`src/rtl/irq_ctrl.sv`:
```
// irq_ctrl: synchronized, debounced, edge-latched interrupt sources
// arbitrated by fixed priority into one CP0 request with take/eret.
module irq_ctrl #(
  parameter int N_SRC      = 4,
  parameter int DEB_CYCLES = 16,
  parameter int ID_W       = 2
) (
  input  logic             clk,
  input  logic             rst,
  input  logic [N_SRC-1:0] src_in,
  input  logic [N_SRC-1:0] mask,
  input  logic             take,
  input  logic             eret,
  output logic             ir_out,
  output logic [ID_W-1:0]  cause_id,
  output logic [N_SRC-1:0] pending,
  output logic             busy
);

  localparam int CW = (DEB_CYCLES > 1) ? $clog2(DEB_CYCLES) : 1;
  localparam logic [CW-1:0] CNT_MAX = CW'(DEB_CYCLES - 1);

  localparam logic [1:0] S_IDLE = 2'd0;
  localparam logic [1:0] S_REQ  = 2'd1;
  localparam logic [1:0] S_SVC  = 2'd2;

  logic [N_SRC-1:0] meta_q, meta_d;
  logic [N_SRC-1:0] sync_q, sync_d;
  logic [N_SRC-1:0] deb_q, deb_d;
  logic [N_SRC-1:0] deb_prev_q, deb_prev_d;
  logic [CW-1:0]    cnt_q [N_SRC];
  logic [CW-1:0]    cnt_d [N_SRC];
  logic [N_SRC-1:0] pend_q, pend_d;
  logic [1:0]       state_q, state_d;
  logic [ID_W-1:0]  cid_q, cid_d;
  logic             ir_q, ir_d;
  logic             busy_q, busy_d;

  logic [N_SRC-1:0] rise;
  logic [N_SRC-1:0] cand;
  logic [N_SRC-1:0] clr;
  logic [ID_W-1:0]  win;

  // Two-flop synchronizer per raw source.
  always_comb begin
    meta_d = src_in;
    sync_d = meta_q;
  end

  // Debounce: level changes only after DEB_CYCLES stable differing cycles.
  always_comb begin
    deb_d = deb_q;
    for (int i = 0; i < N_SRC; i++) begin
      cnt_d[i] = '0;
      if (sync_q[i] != deb_q[i]) begin
        if (cnt_q[i] == CNT_MAX) begin
          deb_d[i] = sync_q[i];
        end else begin
          cnt_d[i] = cnt_q[i] + CW'(1);
        end
      end
    end
  end

  // Rising-edge detect and fixed-priority pick (lowest index wins).
  always_comb begin
    deb_prev_d = deb_q;
    rise       = deb_q & ~deb_prev_q;
    cand       = pend_q & mask;
    win        = '0;
    for (int i = N_SRC - 1; i >= 0; i--) begin
      if (cand[i]) win = ID_W'(i);
    end
  end

  // Request FSM; a new edge on the taken source beats the take clear.
  always_comb begin
    state_d = state_q;
    cid_d   = cid_q;
    clr     = '0;
    unique case (state_q)
      S_IDLE: begin
        if (|cand) begin
          state_d = S_REQ;
          cid_d   = win;
        end
      end
      S_REQ: begin
        if (take) begin
          state_d = S_SVC;
          clr     = N_SRC'(1) << cid_q;
        end
      end
      S_SVC: begin
        if (eret) state_d = S_IDLE;
      end
      default: state_d = S_IDLE;
    endcase
    pend_d = (pend_q & ~clr) | rise;
    ir_d   = (state_d == S_REQ);
    busy_d = (state_d == S_SVC);
  end

  // State registers with synchronous reset.
  always_ff @(posedge clk) begin
    if (rst) begin
      meta_q     <= '0;
      sync_q     <= '0;
      deb_q      <= '0;
      deb_prev_q <= '0;
      for (int i = 0; i < N_SRC; i++) cnt_q[i] <= '0;
      pend_q     <= '0;
      state_q    <= S_IDLE;
      cid_q      <= '0;
      ir_q       <= 1'b0;
      busy_q     <= 1'b0;
    end else begin
      meta_q     <= meta_d;
      sync_q     <= sync_d;
      deb_q      <= deb_d;
      deb_prev_q <= deb_prev_d;
      cnt_q      <= cnt_d;
      pend_q     <= pend_d;
      state_q    <= state_d;
      cid_q      <= cid_d;
      ir_q       <= ir_d;
      busy_q     <= busy_d;
    end
  end

  assign ir_out   = ir_q;
  assign cause_id = cid_q;
  assign pending  = pend_q;
  assign busy     = busy_q;

endmodule

```
`config.mk`:
```
export PLATFORM = sky130hd
export DESIGN_NAME = irq_ctrl
export DESIGN_NICKNAME = d
export VERILOG_FILES = /design/src/rtl/irq_ctrl.sv
export SDC_FILE = /design/constraint.sdc
export NUM_CORES = 1
export LEC_CHECK = 0
export CAP_MARGIN = 25
export CORE_ASPECT_RATIO = 1.25
export CORE_UTILIZATION = 45
export CTS_BUF_LIST = sky130_fd_sc_hd__clkbuf_16
export DETAILED_ROUTE_END_ITERATION = 12
export PLACE_DENSITY = 0.67
export SYNTH_ARGS = -nofsm -noshare
export SYNTH_HDL_FRONTEND = slang
export SYNTH_SLANG_ARGS = --single-unit
```
`constraint.sdc`:
```
create_clock -name clk -period 1.5 [get_ports clk]
set_input_delay 0.3 -clock clk [delete_from_list [all_inputs] [get_ports clk]]
set_output_delay 0.3 -clock clk [all_outputs]
set_load 0.005 [all_outputs]
```
==> report_table.html, run 1 <==
<table>
<tr><th>Metric</th><th>Value</th></tr>
<tr><th colspan="2">Placement</th></tr>
<tr><td>Quantity of I/O buffers inserted on ports</td><td>19</td></tr>
<tr><td>Placer Congestion</td><td>0.721</td></tr>
<tr><td>Half-perimeter wire length after placement</td><td>1.84 mm</td></tr>
<tr><td>Placement-stage cell area</td><td>0.00178 sq mm</td></tr>
<tr><td>Worst setup slack before clock tree synthesis</td><td>-0.186 ns</td></tr>
<tr><th colspan="2">Logic synthesis</th></tr>
<tr><td>Top FF cell, synth</td><td>sky130_fd_sc_hd__dfxtp_1</td></tr>
<tr><td>Number of warnings printed during yosys synthesis</td><td>0</td></tr>
<tr><td>Number of different library cells in the post-synthesis netlist</td><td>27</td></tr>
<tr><td>Number of register bits inferred by synthesis</td><td>42</td></tr>
<tr><td>Mean cell area of the mapped netlist</td><td>10.4 sq um</td></tr>
<tr><td>Top area cells in the synthesized netlist</td><td>sky130_fd_sc_hd__dfxtp_1 56%, sky130_fd_sc_hd__nor2_1 6.0%, sky130_fd_sc_hd__nor2b_1 5.0%, sky130_fd_sc_hd__xnor2_1 4.7%, sky130_fd_sc_hd__ha_1 3.4%</td></tr>
<tr><td>Number of flops mapped to enable cells by yosys</td><td>0</td></tr>
<tr><td>Portion of synthesized cell area occupied by the leading cell type</td><td>56.3%</td></tr>
<tr><td>Async set-or-reset flop fraction in the synthesized netlist</td><td>0%</td></tr>
<tr><td>Post-synthesis cell type with the largest combined area</td><td>sky130_fd_sc_hd__dfxtp_1</td></tr>
<tr><td>Cell area after synthesis</td><td>0.00149 sq mm</td></tr>
<tr><td>Net Count, Synth</td><td>160</td></tr>
<tr><td>Post-Syn Instances</td><td>144</td></tr>
<tr><td>Sequential cell area fraction in the yosys report</td><td>56.3%</td></tr>
<tr><th colspan="2">Drt</th></tr>
<tr><td>First-pass iteration count of the detailed router</td><td>3</td></tr>
<tr><td>Sum of met2 wire segment lengths after detailed routing</td><td>1.26 mm</td></tr>
<tr><td>Highest routing layer actually used</td><td>met4</td></tr>
<tr><td>Met3 WL</td><td>92 um</td></tr>
<tr><td>DRT antenna net count</td><td>0</td></tr>
<tr><td>Final wirelength</td><td>2.48 mm</td></tr>
<tr><td>Via density per instance</td><td>4.98</td></tr>
<tr><td>WL/cell</td><td>11.7 um</td></tr>
<tr><td>Met1 WL</td><td>1.08 mm</td></tr>
<tr><td>Final routed DRC violation total</td><td>0</td></tr>
<tr><td>DR vias</td><td>1056</td></tr>
<tr><td>Number of design-rule violations left by the first detailed-router iteration</td><td>8</td></tr>
<tr><th colspan="2">Power</th></tr>
<tr><td>Gate power share</td><td>3.4%</td></tr>
<tr><td>Static Leakage</td><td>0.738 nW</td></tr>
<tr><td>Sequential cell fraction of total power</td><td>51.9%</td></tr>
<tr><td>Cell-internal power</td><td>0.00177 W</td></tr>
<tr><td>Pwr/cell area</td><td>1130 mW/mm^2</td></tr>
<tr><td>Switching share of total power</td><td>18.8%</td></tr>
<tr><td>Clock share of power</td><td>44.8%</td></tr>
<tr><td>Worst supply voltage drop on vdd</td><td>0.000975 V</td></tr>
<tr><td>Net Sw Power</td><td>0.000410 W</td></tr>
<tr><th colspan="2">Clocking</th></tr>
<tr><td>CTS max path bufs</td><td>2</td></tr>
<tr><td>Post-CTS Setup Inserts</td><td>0</td></tr>
<tr><td>TritonCTS clock tree</td><td>yes</td></tr>
<tr><td>Insertion delay of the later-clocked pin in the worst-skew pair</td><td>0.27 ns</td></tr>
<tr><td>Number of clock sinks seen by CTS</td><td>42</td></tr>
<tr><td>Clock transition at path regs</td><td>0.05 ns</td></tr>
<tr><td>Clock tree root driver cell</td><td>sky130_fd_sc_hd__clkbuf_16</td></tr>
<tr><td>Cts repair resizes</td><td>3</td></tr>
<tr><td>Cts hold-fix bufs</td><td>0</td></tr>
<tr><td>Number of buffers created by CTS</td><td>5</td></tr>
<tr><td>CTS H-Tree Depth</td><td>2</td></tr>
<tr><th colspan="2">Timing</th></tr>
<tr><td>Worst hold-check slack</td><td>0.435 ns</td></tr>
<tr><td>Relative max-transition margin</td><td>76.9%</td></tr>
<tr><td>Worst slew pin tran</td><td>0.338 ns</td></tr>
<tr><td>Final TNS setup</td><td>0 ns</td></tr>
<tr><td>Final critical delay including setup and external delays</td><td>1.45 ns</td></tr>
<tr><td>Final Max Tran Viols</td><td>0</td></tr>
<tr><td>Number of setup violations in the final report</td><td>0</td></tr>
<tr><td>Layout Skew</td><td>0.00279 ns</td></tr>
<tr><td>Smallest setup slack after layout</td><td>0.0462 ns</td></tr>
<tr><td>Setup repair after global routing missed its margin</td><td>false</td></tr>
<tr><td>Timing-limited maximum frequency</td><td>688 MHz</td></tr>
<tr><td>Share of the clock period used by the worst path</td><td>96.9%</td></tr>
<tr><td>Final hold violation count</td><td>0</td></tr>
<tr><th colspan="2">Die</th></tr>
<tr><td>Ports placed on the boundary</td><td>20</td></tr>
<tr><td>Horiz. Die Dim</td><td>53.5 um</td></tr>
<tr><td>Initial cell density of the core</td><td>46.7%</td></tr>
<tr><td>Die Outline Area</td><td>0.00355 sq mm</td></tr>
<tr><td>Y dimension of the die</td><td>66.4 um</td></tr>
<tr><td>Row cnt</td><td>23</td></tr>
<tr><td>Area of the core</td><td>0.00319 sq mm</td></tr>
<tr><th colspan="2">Cells and area</th></tr>
<tr><td>Number of nets in the finished design</td><td>190</td></tr>
<tr><td>Multi-input logic area</td><td>611 sq um</td></tr>
<tr><td>Diodes inserted</td><td>0</td></tr>
<tr><td>Area growth, synth to finish</td><td>29.4%</td></tr>
<tr><td>Fillers</td><td>275</td></tr>
<tr><td>Final core occ</td><td>60.5%</td></tr>
<tr><td>Ratio of cells with drive above 1 in the final layout</td><td>12.0%</td></tr>
<tr><td>Post-route standard cell area excluding fillers</td><td>0.00193 sq mm</td></tr>
<tr><td>Sequential cell area in the final layout</td><td>853 sq um</td></tr>
<tr><th colspan="2">GRT</th></tr>
<tr><td>GRT overflow</td><td>0</td></tr>
<tr><td>Antenna violations before repair</td><td>0</td></tr>
<tr><td>Pin count of the biggest net entering global routing</td><td>23</td></tr>
<tr><td>All-Layer GR Usage</td><td>17.5%</td></tr>
<tr><td>Global-route wire length before repair</td><td>4.28 mm</td></tr>
<tr><td>Via count of the first global-routing pass</td><td>1000</td></tr>
<tr><th colspan="2">Critical path</th></tr>
<tr><td>Crit Path Class</td><td>flop to output port</td></tr>
<tr><td>Largest delay share family, worst path</td><td>buffers and inverters</td></tr>
<tr><td>CP max-delay cell</td><td>sky130_fd_sc_hd__clkdlybuf4s50_1</td></tr>
<tr><td>Length in cells of the worst reg-to-reg path</td><td>4</td></tr>
<tr><td>Biggest fanout along the worst timing path</td><td>4</td></tr>
<tr><td>Number of buffer and inverter stages on the critical path</td><td>1</td></tr>
<tr><td>Crit path required time</td><td>1.20 ns</td></tr>
<tr><td>Category of the worst setup path launch point</td><td>flop</td></tr>
<tr><td>Kind of end point of the critical path</td><td>output port</td></tr>
<tr><td>Maximum single-stage delay on the critical path</td><td>0.52 ns</td></tr>
<tr><td>Cell Chain, Critical Path</td><td>clkdlybuf4s50_1</td></tr>
<tr><td>Path length in cells of the critical path</td><td>1</td></tr>
<tr><td>Data arrival time at the worst-slack endpoint</td><td>1.15 ns</td></tr>
<tr><th colspan="2">Outcome</th></tr>
<tr><td>Run status</td><td>finished clean</td></tr>
<tr><th colspan="2">Hold path</th></tr>
<tr><td>Cell count of the worst hold path</td><td>1</td></tr>
<tr><td>Hold crit path type</td><td>flop to flop</td></tr>
<tr><th colspan="2">Run</th></tr>
<tr><td>Max capacitance violation total</td><td>0</td></tr>
</table>
[final cells by class]
| type | instances | share of cell area (%) |
|---|---|---|
| Clock buffer | 5 | 6.48 |
| Inverter | 9 | 1.75 |
| Clock inverter | 3 | 0.648 |
| Tap cell | 37 | 2.40 |
| Timing Repair Buffer | 25 | 13.0 |
| Sequential cell | 42 | 44.2 |
| Multi-Input combinational cell | 91 | 31.6 |
[stage by stage]
stage | instances | total power, W
3_3_place_gp | 204 | 0.00123
5_1_grt | 212 | 0.00226
4_1_cts | 212 | 0.00222
2_1_floorplan | 144 | 0.00118
3_5_place_dp | 204 | 0.00123
6_report | 212 | 0.00218
[sequential cells by signal, summed over array words and instances (netlist names)]
name,cells
busy,1
state_q,2
deb_prev_d,4
sync_q,4
cause_id,2
deb_prev_q,4
ir_out,1
pending,4
cnt_q,16
meta_q,4
[cells in the mapped netlist (2+ instances only)]
cell type and instances:
sky130_fd_sc_hd__a2111oi_0 3, sky130_fd_sc_hd__a21oi_1 2, sky130_fd_sc_hd__a22o_1 2, sky130_fd_sc_hd__a32o_1 4, sky130_fd_sc_hd__and3_1 4, sky130_fd_sc_hd__dfxtp_1 42, sky130_fd_sc_hd__ha_1 4, sky130_fd_sc_hd__inv_1 9
sky130_fd_sc_hd__mux2i_1 4, sky130_fd_sc_hd__nand3_1 5, sky130_fd_sc_hd__nand3b_1 2, sky130_fd_sc_hd__nor2_1 24, sky130_fd_sc_hd__nor2b_1 12, sky130_fd_sc_hd__or3_1 4, sky130_fd_sc_hd__xnor2_1 8, sky130_fd_sc_hd__xor2_1 4
[cells in the final DEF (no fill, tap or decap), types with 2 or more instances in the layout]
cell type                          n
sky130_fd_sc_hd__clkdlybuf4s50_1  18
sky130_fd_sc_hd__inv_1            10
sky130_fd_sc_hd__xnor2_1           8
sky130_fd_sc_hd__dfxtp_2           4
sky130_fd_sc_hd__a21oi_1           2
sky130_fd_sc_hd__clkbuf_16         5
sky130_fd_sc_hd__a32o_1            4
sky130_fd_sc_hd__nor2_1           24
sky130_fd_sc_hd__a22o_1            2
sky130_fd_sc_hd__buf_4             5
sky130_fd_sc_hd__dfxtp_1          36
sky130_fd_sc_hd__dfxtp_4           2
sky130_fd_sc_hd__nor2b_1          12
sky130_fd_sc_hd__xor2_1            4
sky130_fd_sc_hd__a2111oi_0         2
sky130_fd_sc_hd__mux2i_1           4
sky130_fd_sc_hd__or3_1             4
sky130_fd_sc_hd__and3_1            4
sky130_fd_sc_hd__ha_1              4
sky130_fd_sc_hd__nand3_1           5
sky130_fd_sc_hd__nand3b_1          2
[cell families (layout without fill, tap and decap cells)]
| group | Yosys count | after routing | synth area share [%] |
|---|---|---|---|
| simple gates | 56 | 56 | 19.4 |
| flops | 42 | 42 | 56.3 |
| xor+xnor | 12 | 12 | 7.04 |
| mux | 4 | 4 | 2.68 |
| buf+inv | 11 | 42 | 2.85 |
| fa+ha+maj | 4 | 4 | 3.35 |
| compound gates | 15 | 15 | 8.30 |
[metal layers]
metal  vias up  global-route usage, %
met1       487                   19.0
met4         0                   8.88
met2        15                   29.4
li1        550                      -
met5         -                      0
met3         4                   5.98
[final timing paths]
check	slack, ns	startpoint	endpoint
min reg2reg	0.43	meta_q[3]	sync_q[3]
min	0.43	meta_q[3]	sync_q[3]
max reg2reg	0.15	cnt_q[8]	cnt_q[10]
max	0.05	pending[1]	pending[1]
[power groups by stage]
stage               sequential [W]  clock (W)  combinational (W)
finish                     0.00113   0.000976          0.0000735
global route               0.00113    0.00105          0.0000805
CTS                        0.00114    0.00101          0.0000743
detailed placement         0.00116          0          0.0000738
global placement           0.00116          0          0.0000711
floorplan                  0.00116          0          0.0000255
No activity file was read; power rests on OpenSTA's default activity.
==> inputs of run 2 (changes only) <==
--- a/config.mk
+++ b/config.mk
@@ -5,6 +5,7 @@
 export SDC_FILE = /design/constraint.sdc
 export NUM_CORES = 1
 export LEC_CHECK = 0
+export ABC_AREA = 1
 export CAP_MARGIN = 25
 export CORE_ASPECT_RATIO = 1.25
 export CORE_UTILIZATION = 45
==> run 2 against run 1 <==
Non-clock buffer count shrank 5. Synthesized cell count grew 29%. Cell area shrank 2.5%. Setup slack gained 0.017 ns. Sequential power is essentially flat. Die area grew 1.1%. Sequential cell count is the same. Critical path type unchanged. Largest cell class unchanged. Largest power group unchanged. Highest routed layer unchanged.
==> report_table.html, run 2 <==
<table>
<tr><th>Metric</th><th>Value</th></tr>
<tr><th colspan="2">Timing</th></tr>
<tr><td>Relative max-transition margin</td><td>84.0%</td></tr>
<tr><td>Final TNS setup</td><td>0 ns</td></tr>
<tr><td>Number of setup violations in the final report</td><td>0</td></tr>
<tr><td>Final hold violation count</td><td>0</td></tr>
<tr><td>Worst slew pin tran</td><td>0.240 ns</td></tr>
<tr><td>Setup repair after global routing missed its margin</td><td>false</td></tr>
<tr><td>Layout Skew</td><td>0.00292 ns</td></tr>
<tr><td>Timing-limited maximum frequency</td><td>696 MHz</td></tr>
<tr><td>Share of the clock period used by the worst path</td><td>95.8%</td></tr>
<tr><td>Final critical delay including setup and external delays</td><td>1.44 ns</td></tr>
<tr><td>Final Max Tran Viols</td><td>0</td></tr>
<tr><th colspan="2">Cells and area</th></tr>
<tr><td>Number of nets in the finished design</td><td>227</td></tr>
<tr><td>Number of standard cells in the final layout excluding fillers</td><td>249</td></tr>
<tr><td>Area growth, synth to finish</td><td>24.8%</td></tr>
<tr><td>Ratio of cells with drive above 1 in the final layout</td><td>5.19%</td></tr>
<tr><td>Sequential cell area in the final layout</td><td>843 sq um</td></tr>
<tr><td>Fillers</td><td>279</td></tr>
<tr><td>Multi-input logic area</td><td>537 sq um</td></tr>
<tr><td>Diodes inserted</td><td>0</td></tr>
<tr><td>Register containing the most flip-flops in the final layout</td><td>cnt_q</td></tr>
<tr><td>Flip-flop count of the largest register, all copies and words added</td><td>16</td></tr>
<tr><td>Commonest non-fill, non-tap cells in the layout</td><td>40 x sky130_fd_sc_hd__dfxtp_1, 32 x sky130_fd_sc_hd__inv_1, 32 x sky130_fd_sc_hd__nand2_1</td></tr>
<tr><td>Most frequent standard cell in the layout excluding fill and tap cells</td><td>sky130_fd_sc_hd__dfxtp_1</td></tr>
<tr><th colspan="2">GRT</th></tr>
<tr><td>Met3 track utilization from global routing</td><td>6.39%</td></tr>
<tr><td>Global-route wire length before repair</td><td>4.25 mm</td></tr>
<tr><td>Met1 routing resource usage after global routing</td><td>17.1%</td></tr>
<tr><td>Antenna violations before repair</td><td>0</td></tr>
<tr><td>GRT overflow</td><td>0</td></tr>
<tr><td>Layer with the highest usage</td><td>met2</td></tr>
<tr><td>Pin count of the biggest net entering global routing</td><td>16</td></tr>
<tr><td>Met2 capacity usage during global routing</td><td>28.2%</td></tr>
<tr><td>Via count of the first global-routing pass</td><td>1096</td></tr>
<tr><td>All-Layer GR Usage</td><td>16.8%</td></tr>
<tr><th colspan="2">Hold path</th></tr>
<tr><td>Hold crit path type</td><td>flop to flop</td></tr>
<tr><td>End of the worst hold path</td><td>sync_q[0]</td></tr>
<tr><td>Hold path startpoint</td><td>meta_q[0]</td></tr>
<tr><td>Cell count of the worst hold path</td><td>2</td></tr>
<tr><th colspan="2">Drt</th></tr>
<tr><td>Final wirelength</td><td>2.44 mm</td></tr>
<tr><td>WL/cell</td><td>9.80 um</td></tr>
<tr><td>DR vias</td><td>1161</td></tr>
<tr><td>Via density per instance</td><td>4.66</td></tr>
<tr><td>First-pass iteration count of the detailed router</td><td>3</td></tr>
<tr><td>Final routed DRC violation total</td><td>0</td></tr>
<tr><td>DRT antenna net count</td><td>0</td></tr>
<tr><td>Number of design-rule violations left by the first detailed-router iteration</td><td>20</td></tr>
<tr><th colspan="2">Critical path</th></tr>
<tr><td>Category of the worst setup path launch point</td><td>flop</td></tr>
<tr><td>Biggest fanout along the worst timing path</td><td>3</td></tr>
<tr><td>Largest delay share family, worst path</td><td>buffers and inverters</td></tr>
<tr><td>R2r endpoint</td><td>cnt_q[14]</td></tr>
<tr><td>Number of buffer and inverter stages on the critical path</td><td>1</td></tr>
<tr><td>CP max-delay cell</td><td>sky130_fd_sc_hd__clkdlybuf4s50_1</td></tr>
<tr><td>Kind of end point of the critical path</td><td>output port</td></tr>
<tr><td>Worst-case register-to-register setup slack</td><td>0.37 ns</td></tr>
<tr><td>Crit path required time</td><td>1.20 ns</td></tr>
<tr><td>Crit Path Class</td><td>flop to output port</td></tr>
<tr><td>Data arrival time at the worst-slack endpoint</td><td>1.14 ns</td></tr>
<tr><td>Cell Chain, Critical Path</td><td>clkdlybuf4s50_1</td></tr>
<tr><td>Maximum single-stage delay on the critical path</td><td>0.51 ns</td></tr>
<tr><td>Critical R2R Launch</td><td>cnt_q[12]</td></tr>
<tr><td>Length in cells of the worst reg-to-reg path</td><td>6</td></tr>
<tr><th colspan="2">Die</th></tr>
<tr><td>Area of the core</td><td>0.00319 sq mm</td></tr>
<tr><td>Horiz. Die Dim</td><td>53.8 um</td></tr>
<tr><td>Ports placed on the boundary</td><td>20</td></tr>
<tr><td>Initial cell density of the core</td><td>47.3%</td></tr>
<tr><td>Y dimension of the die</td><td>66.8 um</td></tr>
<tr><td>Row cnt</td><td>23</td></tr>
<tr><td>Die Outline Area</td><td>0.00359 sq mm</td></tr>
<tr><th colspan="2">Logic synthesis</th></tr>
<tr><td>Top FF cell, synth</td><td>sky130_fd_sc_hd__dfxtp_1</td></tr>
<tr><td>Mean cell area of the mapped netlist</td><td>8.12 sq um</td></tr>
<tr><td>Fraction of the mapped netlist area in simple logic gates</td><td>22.0%</td></tr>
<tr><td>Number of different library cells in the post-synthesis netlist</td><td>16</td></tr>
<tr><td>Dominant combinational cell family by area after synthesis</td><td>simple AND/OR/NAND/NOR gates</td></tr>
<tr><td>Fraction of the mapped netlist area in adder cells</td><td>3.31%</td></tr>
<tr><td>Net Count, Synth</td><td>202</td></tr>
<tr><td>Complex-gate fraction of the synthesized area</td><td>5.55%</td></tr>
<tr><td>Top area cells in the synthesized netlist</td><td>sky130_fd_sc_hd__dfxtp_1 56%, sky130_fd_sc_hd__nand2_1 8.0%, sky130_fd_sc_hd__inv_1 7.7%, sky130_fd_sc_hd__nor2_1 7.7%, sky130_fd_sc_hd__xor2_1 4.6%</td></tr>
<tr><td>Top cells by instance count after synthesis</td><td>42 x sky130_fd_sc_hd__dfxtp_1, 32 x sky130_fd_sc_hd__nand2_1, 31 x sky130_fd_sc_hd__inv_1, 31 x sky130_fd_sc_hd__nor2_1, 10 x sky130_fd_sc_hd__nand3_1</td></tr>
<tr><td>Cell area after synthesis</td><td>0.00151 sq mm</td></tr>
<tr><td>Post-Syn Instances</td><td>186</td></tr>
<tr><td>Post-synthesis xor/xnor area fraction</td><td>4.64%</td></tr>
<tr><td>Sequential cell area fraction in the yosys report</td><td>55.7%</td></tr>
<tr><td>Number of warnings printed during yosys synthesis</td><td>0</td></tr>
<tr><td>Post-synthesis cell type with the largest combined area</td><td>sky130_fd_sc_hd__dfxtp_1</td></tr>
<tr><td>Mux cell area share after synthesis</td><td>0%</td></tr>
<tr><td>Number of register bits inferred by synthesis</td><td>42</td></tr>
<tr><td>Async set-or-reset flop fraction in the synthesized netlist</td><td>0%</td></tr>
<tr><td>Most repeated cell in the gate-level netlist after synthesis</td><td>sky130_fd_sc_hd__dfxtp_1</td></tr>
<tr><td>Number of flops mapped to enable cells by yosys</td><td>0</td></tr>
<tr><td>Portion of synthesized cell area occupied by the leading cell type</td><td>55.7%</td></tr>
<tr><th colspan="2">Clocking</th></tr>
<tr><td>Number of clock sinks seen by CTS</td><td>42</td></tr>
<tr><td>Clock tree root driver cell</td><td>sky130_fd_sc_hd__clkbuf_16</td></tr>
<tr><td>Clock transition at path regs</td><td>0.05 ns</td></tr>
<tr><td>TritonCTS clock tree</td><td>yes</td></tr>
<tr><td>Number of buffers created by CTS</td><td>5</td></tr>
<tr><td>Insertion delay of the later-clocked pin in the worst-skew pair</td><td>0.28 ns</td></tr>
<tr><td>Post-CTS Setup Inserts</td><td>0</td></tr>
<tr><td>CTS max path bufs</td><td>2</td></tr>
<tr><td>CTS H-Tree Depth</td><td>2</td></tr>
<tr><th colspan="2">Placement</th></tr>
<tr><td>Half-perimeter wire length after placement</td><td>1.85 mm</td></tr>
<tr><td>Placed cell count</td><td>241</td></tr>
<tr><td>Quantity of I/O buffers inserted on ports</td><td>19</td></tr>
<tr><td>Placer Congestion</td><td>0.816</td></tr>
<tr><th colspan="2">Outcome</th></tr>
<tr><td>Run status</td><td>finished clean</td></tr>
<tr><th colspan="2">Power</th></tr>
<tr><td>Static Leakage</td><td>0.863 nW</td></tr>
<tr><td>Total design power</td><td>0.00219 W</td></tr>
<tr><td>Worst supply voltage drop on vdd</td><td>0.000971 V</td></tr>
<tr><td>Pwr/cell area</td><td>1160 mW/mm^2</td></tr>
<tr><th colspan="2">Run</th></tr>
<tr><td>Max capacitance violation total</td><td>0</td></tr>
</table>
## run 2: worst max-delay path by stage
stage | startpoint | to | cells after the start
3_3_place_gp | take | pending[2] | 4
2_1_floorplan | cnt_q[12] | cnt_q[14] | 6
5_1_grt | pending[0] | pending[0] | 1
4_1_cts | cause_id[0] | cause_id[0] | 1
6_report | pending[2] | pending[2] | 1
3_5_place_dp | rst | cnt_q[2] | 4
## run 2: cell type report
type	instances	area share, %
clock buffer	5	6.64
clock inverter	3	0.664
inverter	32	6.37
multi-input combinational	110	28.5
sequential	42	44.8
tap	37	2.46
timing repair buffer	20	10.6
## run 2: logic make-up (layout without fill, tap and decap cells)
group                    Yosys count  after routing
AO/OA/AOI/OAI                     16             16
XOR/XNOR                           8              8
adder cells (fa/ha/maj)            4              4
buffers and inverters             34             60
flip-flops                        42             42
AND/OR/NAND/NOR                   82             82
## run 2: per-stage QoR
step | hold slack, ns | cell area (sq um) | utilization (%) | setup slack, ns
2_1_floorplan | 0.384 | 1510 | - | 0.510
3_3_place_gp | 0.392 | 1740 | 54.5 | 0.132
3_5_place_dp | 0.393 | 1740 | 54.5 | 0.0803
4_1_cts | 0.402 | 1880 | 58.8 | 0.0153
5_1_grt | 0.420 | 1880 | 59.0 | 0.00635
6_report | 0.400 | 1880 | 59.0 | 0.0634
## run 2: power breakdown
group	switching [W]	internal, W	leakage [nW]
clock network	0.000388	0.000600	0.0724
registers	0.00000623	0.00113	0.341
logic	0.0000272	0.0000361	0.449
## run 2: layer usage
| metal | part of all wire, % | routed length, um |
|---|---|---|
| met5 | 0 | 0 |
| met3 | 3.7 | 90 |
| met2 | 50 | 1230 |
| met4 | 2.8 | 68 |
| met1 | 43 | 1050 |
## run 2: repair_timing
| action | in CTS | in global routing |
|---|---|---|
| hold buffers | 0 | 0 |
| gates resized for setup | 0 | 3 |
| endpoints found under the setup margin | 0 | 3 |
==> inputs of run 3 (changes only) <==
--- a/config.mk
+++ b/config.mk
@@ -6,11 +6,12 @@
 export NUM_CORES = 1
 export LEC_CHECK = 0
 export ABC_AREA = 1
-export CAP_MARGIN = 25
+export CAP_MARGIN = 20
 export CORE_ASPECT_RATIO = 1.25
 export CORE_UTILIZATION = 45
 export CTS_BUF_LIST = sky130_fd_sc_hd__clkbuf_16
 export DETAILED_ROUTE_END_ITERATION = 12
+export MAX_ROUTING_LAYER = met4
 export PLACE_DENSITY = 0.67
 export SYNTH_ARGS = -nofsm -noshare
 export SYNTH_HDL_FRONTEND = slang
==> run 3 against run 2 <==
Clock skew about the same. Cell area unchanged. Sequential cell count did not move. Hold slack about the same. Final cell count unchanged. Setup slack better by 0.0010 ns. Largest power group unchanged.
==> report_table.html, run 3 (same netlist as run 2, synthesis figures left out) <==
<table>
<tr><th>Metric</th><th>Value</th></tr>
<tr><th colspan="2">Outcome</th></tr>
<tr><td>Run status</td><td>finished clean</td></tr>
<tr><th colspan="2">Placement</th></tr>
<tr><td>Placed cell count</td><td>241</td></tr>
<tr><td>Half-perimeter wire length after placement</td><td>1.85 mm</td></tr>
<tr><td>Placer Congestion</td><td>0.828</td></tr>
<tr><td>Quantity of I/O buffers inserted on ports</td><td>19</td></tr>
<tr><th colspan="2">Critical path</th></tr>
<tr><td>Data arrival time at the worst-slack endpoint</td><td>1.14 ns</td></tr>
<tr><td>Maximum single-stage delay on the critical path</td><td>0.51 ns</td></tr>
<tr><td>Number of buffer and inverter stages on the critical path</td><td>1</td></tr>
<tr><td>Worst-case register-to-register setup slack</td><td>0.37 ns</td></tr>
<tr><td>Largest delay share family, worst path</td><td>buffers and inverters</td></tr>
<tr><td>Category of the worst setup path launch point</td><td>flop</td></tr>
<tr><td>Kind of end point of the critical path</td><td>output port</td></tr>
<tr><td>Crit Path Class</td><td>flop to output port</td></tr>
<tr><td>Biggest fanout along the worst timing path</td><td>3</td></tr>
<tr><td>Crit path required time</td><td>1.20 ns</td></tr>
<tr><td>CP max-delay cell</td><td>sky130_fd_sc_hd__clkdlybuf4s50_1</td></tr>
<tr><td>Cell Chain, Critical Path</td><td>clkdlybuf4s50_1</td></tr>
<tr><th colspan="2">Timing</th></tr>
<tr><td>Timing-limited maximum frequency</td><td>697 MHz</td></tr>
<tr><td>Number of setup violations in the final report</td><td>0</td></tr>
<tr><td>Worst slew pin tran</td><td>0.240 ns</td></tr>
<tr><td>Relative max-transition margin</td><td>84.0%</td></tr>
<tr><td>Final critical delay including setup and external delays</td><td>1.44 ns</td></tr>
<tr><td>Setup repair after global routing missed its margin</td><td>false</td></tr>
<tr><td>Worst hold-check slack</td><td>0.400 ns</td></tr>
<tr><td>Final Max Tran Viols</td><td>0</td></tr>
<tr><td>Layout Skew</td><td>0.00291 ns</td></tr>
<tr><td>Final TNS setup</td><td>0 ns</td></tr>
<tr><td>Share of the clock period used by the worst path</td><td>95.7%</td></tr>
<tr><td>Final hold violation count</td><td>0</td></tr>
<tr><th colspan="2">Die</th></tr>
<tr><td>Ports placed on the boundary</td><td>20</td></tr>
<tr><td>Horiz. Die Dim</td><td>53.8 um</td></tr>
<tr><td>Initial cell density of the core</td><td>47.3%</td></tr>
<tr><td>Y dimension of the die</td><td>66.8 um</td></tr>
<tr><td>Row cnt</td><td>23</td></tr>
<tr><td>Area of the core</td><td>0.00319 sq mm</td></tr>
<tr><td>Die Outline Area</td><td>0.00359 sq mm</td></tr>
<tr><th colspan="2">Drt</th></tr>
<tr><td>Final routed DRC violation total</td><td>0</td></tr>
<tr><td>Number of design-rule violations left by the first detailed-router iteration</td><td>20</td></tr>
<tr><td>Via density per instance</td><td>4.66</td></tr>
<tr><td>DR vias</td><td>1161</td></tr>
<tr><td>First-pass iteration count of the detailed router</td><td>3</td></tr>
<tr><td>Final wirelength</td><td>2.44 mm</td></tr>
<tr><td>WL/cell</td><td>9.79 um</td></tr>
<tr><td>DRT antenna net count</td><td>0</td></tr>
<tr><th colspan="2">Cells and area</th></tr>
<tr><td>Number of standard cells in the final layout excluding fillers</td><td>249</td></tr>
<tr><td>Multi-input logic area</td><td>537 sq um</td></tr>
<tr><td>Commonest non-fill, non-tap cells in the layout</td><td>40 x sky130_fd_sc_hd__dfxtp_1, 32 x sky130_fd_sc_hd__inv_1, 32 x sky130_fd_sc_hd__nand2_1</td></tr>
<tr><td>Ratio of cells with drive above 1 in the final layout</td><td>5.19%</td></tr>
<tr><td>Flip-flop count of the largest register, all copies and words added</td><td>16</td></tr>
<tr><td>Final core occ</td><td>59.0%</td></tr>
<tr><td>Fillers</td><td>279</td></tr>
<tr><td>Sequential cell area in the final layout</td><td>843 sq um</td></tr>
<tr><td>Area growth, synth to finish</td><td>24.8%</td></tr>
<tr><td>Register containing the most flip-flops in the final layout</td><td>cnt_q</td></tr>
<tr><td>Diodes inserted</td><td>0</td></tr>
<tr><td>Most frequent standard cell in the layout excluding fill and tap cells</td><td>sky130_fd_sc_hd__dfxtp_1</td></tr>
<tr><td>Number of nets in the finished design</td><td>227</td></tr>
<tr><th colspan="2">Clocking</th></tr>
<tr><td>Insertion delay of the later-clocked pin in the worst-skew pair</td><td>0.28 ns</td></tr>
<tr><td>Clock transition at path regs</td><td>0.05 ns</td></tr>
<tr><td>Clock tree root driver cell</td><td>sky130_fd_sc_hd__clkbuf_16</td></tr>
<tr><td>Number of buffers created by CTS</td><td>5</td></tr>
<tr><td>Number of clock sinks seen by CTS</td><td>42</td></tr>
<tr><td>CTS H-Tree Depth</td><td>2</td></tr>
<tr><td>CTS max path bufs</td><td>2</td></tr>
<tr><td>TritonCTS clock tree</td><td>yes</td></tr>
<tr><td>Post-CTS Setup Inserts</td><td>0</td></tr>
<tr><th colspan="2">Power</th></tr>
<tr><td>Switching share of total power</td><td>19.2%</td></tr>
<tr><td>Clock share of power</td><td>45.2%</td></tr>
<tr><td>Gate power share</td><td>2.9%</td></tr>
<tr><td>Static Leakage</td><td>0.863 nW</td></tr>
<tr><td>Worst supply voltage drop on vdd</td><td>0.000971 V</td></tr>
<tr><td>Total design power</td><td>0.00219 W</td></tr>
<tr><td>Sequential cell fraction of total power</td><td>52.0%</td></tr>
<tr><td>Net Sw Power</td><td>0.000420 W</td></tr>
<tr><td>Pwr/cell area</td><td>1160 mW/mm^2</td></tr>
<tr><td>Cell-internal power</td><td>0.00177 W</td></tr>
<tr><th colspan="2">GRT</th></tr>
<tr><td>Pin count of the biggest net entering global routing</td><td>16</td></tr>
<tr><td>GRT overflow</td><td>0</td></tr>
<tr><td>Antenna violations before repair</td><td>0</td></tr>
<tr><td>Global-route wire length before repair</td><td>4.24 mm</td></tr>
<tr><td>Via count of the first global-routing pass</td><td>1097</td></tr>
<tr><td>All-Layer GR Usage</td><td>17.3%</td></tr>
<tr><th colspan="2">Hold path</th></tr>
<tr><td>Hold crit path type</td><td>flop to flop</td></tr>
<tr><th colspan="2">Run</th></tr>
<tr><td>Max capacitance violation total</td><td>0</td></tr>
</table>
## run 3: cell counts in the layout (fill, tap and decap cells not counted)
Identical to the previous run, type by type.
## run 3: area by class of cell
class / count / share of cell area, %
Tap cell: 37 / 2.46
Inverter: 32 / 6.37
Clock inverter: 3 / 0.664
Multi-Input combinational cell: 110 / 28.5
Sequential cell: 42 / 44.8
Clock buffer: 5 / 6.64
Timing Repair Buffer: 20 / 10.6
## run 3: path summary, 6_finish.rpt
path,startpoint,endpoint,cells past startpoint
setup / recovery,pending[2],pending[2],1
hold / removal,meta_q[0],sync_q[0],2
setup reg to reg,cnt_q[12],cnt_q[14],6
hold reg to reg,meta_q[0],sync_q[0],2
## run 3: power groups by stage
stage / registers [W] / clock network, W / logic, W
global placement: 0.00116 / 0 / 0.0000628
floorplan: 0.00116 / 0 / 0.0000286
detailed placement: 0.00116 / 0 / 0.0000644
CTS: 0.00114 / 0.00101 / 0.0000648
finish: 0.00114 / 0.000987 / 0.0000633
global route: 0.00114 / 0.00106 / 0.0000715
## run 3: stage by stage
stage	cell area [sq um]	setup slack [ns]
after floorplan	1510	0.510
after global placement	1740	0.132
after detailed placement	1740	0.0803
after CTS	1880	0.0153
after global routing	1880	0.00635
final	1880	0.0644
## run 3: routing by layer
| layer | track usage, % | vias up | wire (um) |
|---|---|---|---|
| met5 | - | - | 0 |
| met4 | 9.87 | 0 | 66 |
| met3 | 6.16 | 5 | 85 |
| met2 | 28.2 | 15 | 1230 |
| met1 | 17.2 | 524 | 1060 |
| li1 | - | 617 | - |
## run 3: repair_timing
item / CTS / global route
hold buffers: 0 / 0
gates resized for setup: 0 / 3
endpoints found under the setup margin: 0 / 3
==> variant 1 (flow settings as in run 1) <==
`ID_W`: 2 -> 3.
--- a/src/rtl/irq_ctrl.sv
+++ b/src/rtl/irq_ctrl.sv
@@ -3,7 +3,7 @@
 module irq_ctrl #(
   parameter int N_SRC      = 4,
   parameter int DEB_CYCLES = 16,
-  parameter int ID_W       = 2
+  parameter int ID_W       = 3
 ) (
   input  logic             clk,
   input  logic             rst,
Interface: changed (resized cause_id); port bits go from 20 to 21. The function was not compared with the original's and may differ.
==> variant 1 against run 1 <==
Sequential cell count unchanged; utilization down 0.66 points; clock skew up 0.0011 ns; synthesized area up 2.9%; wire length up 3.1%; final area down 0.19%; non-clock buffer count down 2; power up 0.81%; setup slack better by 0.029 ns; combinational power down 0.5%; largest power group unchanged.
==> variant 1: results <==
[detailed_routing]
viasPerCell = 5.08
first_pass_iters = 4
wl_met3_um = 151
routed-wl-met2_um = 1330

[logic_synthesis]
syn_inst = 152
yosysSeqAreaShare_pct = 54.7
synthTopCellsByCount = 42 x dfxtp_1, 21 x nor2_1, 12 x nor2b_1, 11 x a21oi_1, 8 x xnor2_1
ys_types = 30
synth_nets = 168
ys_top_cells_by_area = dfxtp_1 55%, nor2_1 5.1%, nor2b_1 4.9%

[sta]
timing.hold.ws_ns = 0.438
finalClockSkew_ns = 0.00391

[critical_path]
r2r-start = cnt_q[12]$_SDFF_PP0_
arrival_ns = 1.12
r2r-end = cnt_q[14]$_SDFF_PP0_

[place]
gp_congestion = 0.673
dp_hpwl_um = 1870

[finish]
finalNonFillerCells = 215
drive_above_1_share_pct = 10.7
final.fill_count = 276

[power_and_ir_drop]
leakage_nw = 0.753
pwr-share-seq_pct = 51.6

[grt]
grt_use_met1_pct = 15.5
grt_use_met2_pct = 28.7

[status]
status = finished clean
==> variant 1: cell types whose count changed after synthesis, moves of 4 or more <==
cell | before | now
or3_1 | 4 | 0
a32o_1 | 4 | 0
or3_4 | 0 | 4
nand2_1 | 1 | 5
o21ai_0 | 1 | 5
inv_1 | 9 | 5
nand2b_1 | 0 | 4
a21oi_1 | 2 | 11
==> variant 1: cell type report <==
cell class | count | area, um^2 | share of cell area (%)
Clock buffer | 5 | 125 | 6.49
Clock inverter | 2 | 11.3 | 0.584
Inverter | 5 | 18.8 | 0.973
Multi-Input combinational cell | 101 | 657 | 34.1
Sequential cell | 42 | 845 | 43.8
Tap cell | 37 | 46.3 | 2.40
Timing Repair Buffer | 23 | 225 | 11.7
==> variant 1: worst max-delay path by stage <==
stage | startpoint | endpoint | slack, ns
2_1_floorplan | cnt_q[12]$_SDFF_PP0_ | cnt_q[14]$_SDFF_PP0_ | 0.27
6_report | pending[0]$_SDFF_PP0_ | pending[0] | 0.08
5_1_grt | pending[0]$_SDFF_PP0_ | pending[0] | 0.02
3_3_place_gp | rst | cnt_q[0]$_SDFF_PP0_ | 0.06
4_1_cts | cause_id[1]$_SDFFE_PP0P_ | cause_id[1] | 0.02
3_5_place_dp | rst | cnt_q[14]$_SDFF_PP0_ | 0.02
==> variant 1: kinds of logic after synthesis <==
family	after synthesis	synth area share [%]
AOI/OAI and AO/OA	21	8.39
xor gates and xnor gates	12	6.84
adders and majority gates	4	3.26
buffers and inverters	9	2.52
DFF	42	54.7
muxes	4	2.61
other	1	0.244
and+or+nand+nor	59	21.4
==> variant 2 (flow settings as in run 1) <==
Without the edit above. Put one more register stage on the output `cause_id`, with the module's reset. The value now appears one clock later. The other outputs are not delayed to match.
--- a/src/rtl/irq_ctrl.sv
+++ b/src/rtl/irq_ctrl.sv
@@ -129,7 +129,13 @@
   end
 
   assign ir_out   = ir_q;
-  assign cause_id = cid_q;
+  always_ff @(posedge clk) begin
+    if (rst) begin
+      cause_id <= '0;
+    end else begin
+      cause_id <= cid_q;
+    end
+  end
   assign pending  = pend_q;
   assign busy     = busy_q;
 
Formal check against the unedited RTL: no difference found for any inputs over 10 cycles, from zero or initial values and one cycle with rst high; that may be too few to reach the edited logic, so the function may still have changed.
==> variant 2 against run 1 <==
Sequential cell count up 2; synthesized area grew 3.7%; first-iteration DRC count rose to 4.4 times the old value; wire length grew 7.1%; final area is 1.9% higher; global-route usage grew 0.31 points; non-clock buffer count grew 1; critical path depth stayed put; via count is 2.1% higher; clock power rose by 5%; power grew 4.4%; setup slack better by 0.00093 ns; critical endpoint is now pending[2]; final cell count increased by 2.4%.
==> variant 2: results <==
[critical_path]
crit_family = buffers and inverters
cp-endpoint = pending[2]
arrival_ns = 1.15
r2r_setup_slack_ns = 0.14
reg2regPathDepth = 4
slowest_delay_ns = 0.51
slowest_stage = clkdlybuf4s50_1
r2r-end = cnt_q[6]$_SDFF_PP0_
r2r-start = cnt_q[4]$_SDFF_PP0_
crit_path_max_fanout = 4
crit_start = pending[2]$_SDFF_PP0_

[power_and_ir_drop]
leakage_nw = 0.768
ir_drop_v = 0.00101

[grt]
grt_antenna_before_repair = 0
grt_pass1_wl_um = 4540
track_usage_pct = 17.9
grt_max_degree = 14

[logic_synthesis]
ys_top_cells_by_area = dfxtp_1 57%, nor2b_1 5.7%, nor2_1 5.6%
ys_warn_count = 0
ys_types = 28
synth_nets = 165
yosysSeqAreaShare_pct = 56.9
dominantRegCellSynth = dfxtp_1
synthTopCellsByCount = 44 x dfxtp_1, 23 x nor2_1, 14 x nor2b_1, 9 x inv_1, 7 x nand3_1
async_flop_share_pct = 0

[clock_tree]
htreeDepth = 2
clockBufferDepth = 2
cts_buffers = 5
cts_setup_buffers = 0
clock_latency_ns = 0.28
path_clk_slew_ns = 0.06
root_buffer = clkbuf_16

[detailed_routing]
drtIter0Drc = 35
first_pass_iters = 4
viasPerCell = 4.97
drt_wl_total_um = 2650

[place]
dp_slack_ns = -0.210
gp_congestion = 0.691
port_buffers = 19
dp_hpwl_um = 1990
placed_cell_area_um2 = 1820

[status]
status = finished clean

[finish]
largest_reg_flops = 16
top_register = cnt_q
n_antenna_cell = 0
drive_above_1_share_pct = 10.6
fin_nets = 195

[sta]
min_period_ns = 1.45
tightestPinTransition_ns = 0.386
finalClockSkew_ns = 0.00593

[hold_path]
hp-class = reg -> reg
-- variant 2: cell count changes after synthesis, sizes merged --
cell    before  now
a31o         1    0
or3          4    3
nor2b       12   14
nor2        25   24
clkbuf       0    1
xnor2        8    6
nand3        5    7
dfxtp       42   44
a21o         0    1
xor2         4    6
-- variant 2: routing by layer --
layer,vias to the layer above,share of wire [%],global-route usage [%]
met4,0,1.5,8.65
li1,559,-,-
met5,-,0,0
met2,22,51,30.2
met1,493,43,18.5
met3,4,5.0,7.43
-- variant 2: cells by family (layout without fill, tap and decap cells) --
family	Yosys count	in the layout	synth area share (%)
AOI/OAI and AO/OA	15	15	7.92
xor gates and xnor gates	12	12	6.79
adders and majority gates	4	4	3.23
buffers and inverters	12	43	2.99
DFF	44	44	56.9
muxes	4	4	2.59
and+or+nand+nor	58	58	19.6
-- variant 2: worst min-delay path by stage --
stage                                    start              endpoint  slack (ns)  cells after the start
after floorplan           meta_q[0]$_SDFF_PP0_  sync_q[0]$_SDFF_PP0_        0.41                      1
after global placement    meta_q[1]$_SDFF_PP0_  sync_q[1]$_SDFF_PP0_        0.42                      1
after detailed placement  meta_q[0]$_SDFF_PP0_  sync_q[0]$_SDFF_PP0_        0.43                      1
after CTS                  cnt_q[0]$_SDFF_PP0_   cnt_q[0]$_SDFF_PP0_        0.45                      1
after global routing      meta_q[1]$_SDFF_PP0_  sync_q[1]$_SDFF_PP0_        0.46                      1
final                     meta_q[0]$_SDFF_PP0_  sync_q[0]$_SDFF_PP0_        0.44                      1
-- variant 2: through the flow --
stage	std cells	setup TNS (ns)
after floorplan	149	0
after global placement	209	-0.364
after detailed placement	209	-0.574
after CTS	217	0
after global routing	217	0
final	217	0
-- variant 2: layout make-up --
class	instances	area, um^2
fill	291	1280
sequential	44	886
multi-input combinational	93	621
timing repair buffer	26	243
clock buffer	5	125
tap	37	46.3
inverter	9	33.8
clock inverter	3	15.0
-- variant 2: repair_timing --
item,in CTS,in global routing
hold buffers,0,0
gates resized for setup,4,0
setup endpoints to repair,4,0
-- variant 2: where the power goes --
part | switching (mW) | internal (mW)
sequential | 0.00628 | 1.18
combinational | 0.0277 | 0.0431
clock | 0.415 | 0.604
total | 0.449 | 1.83
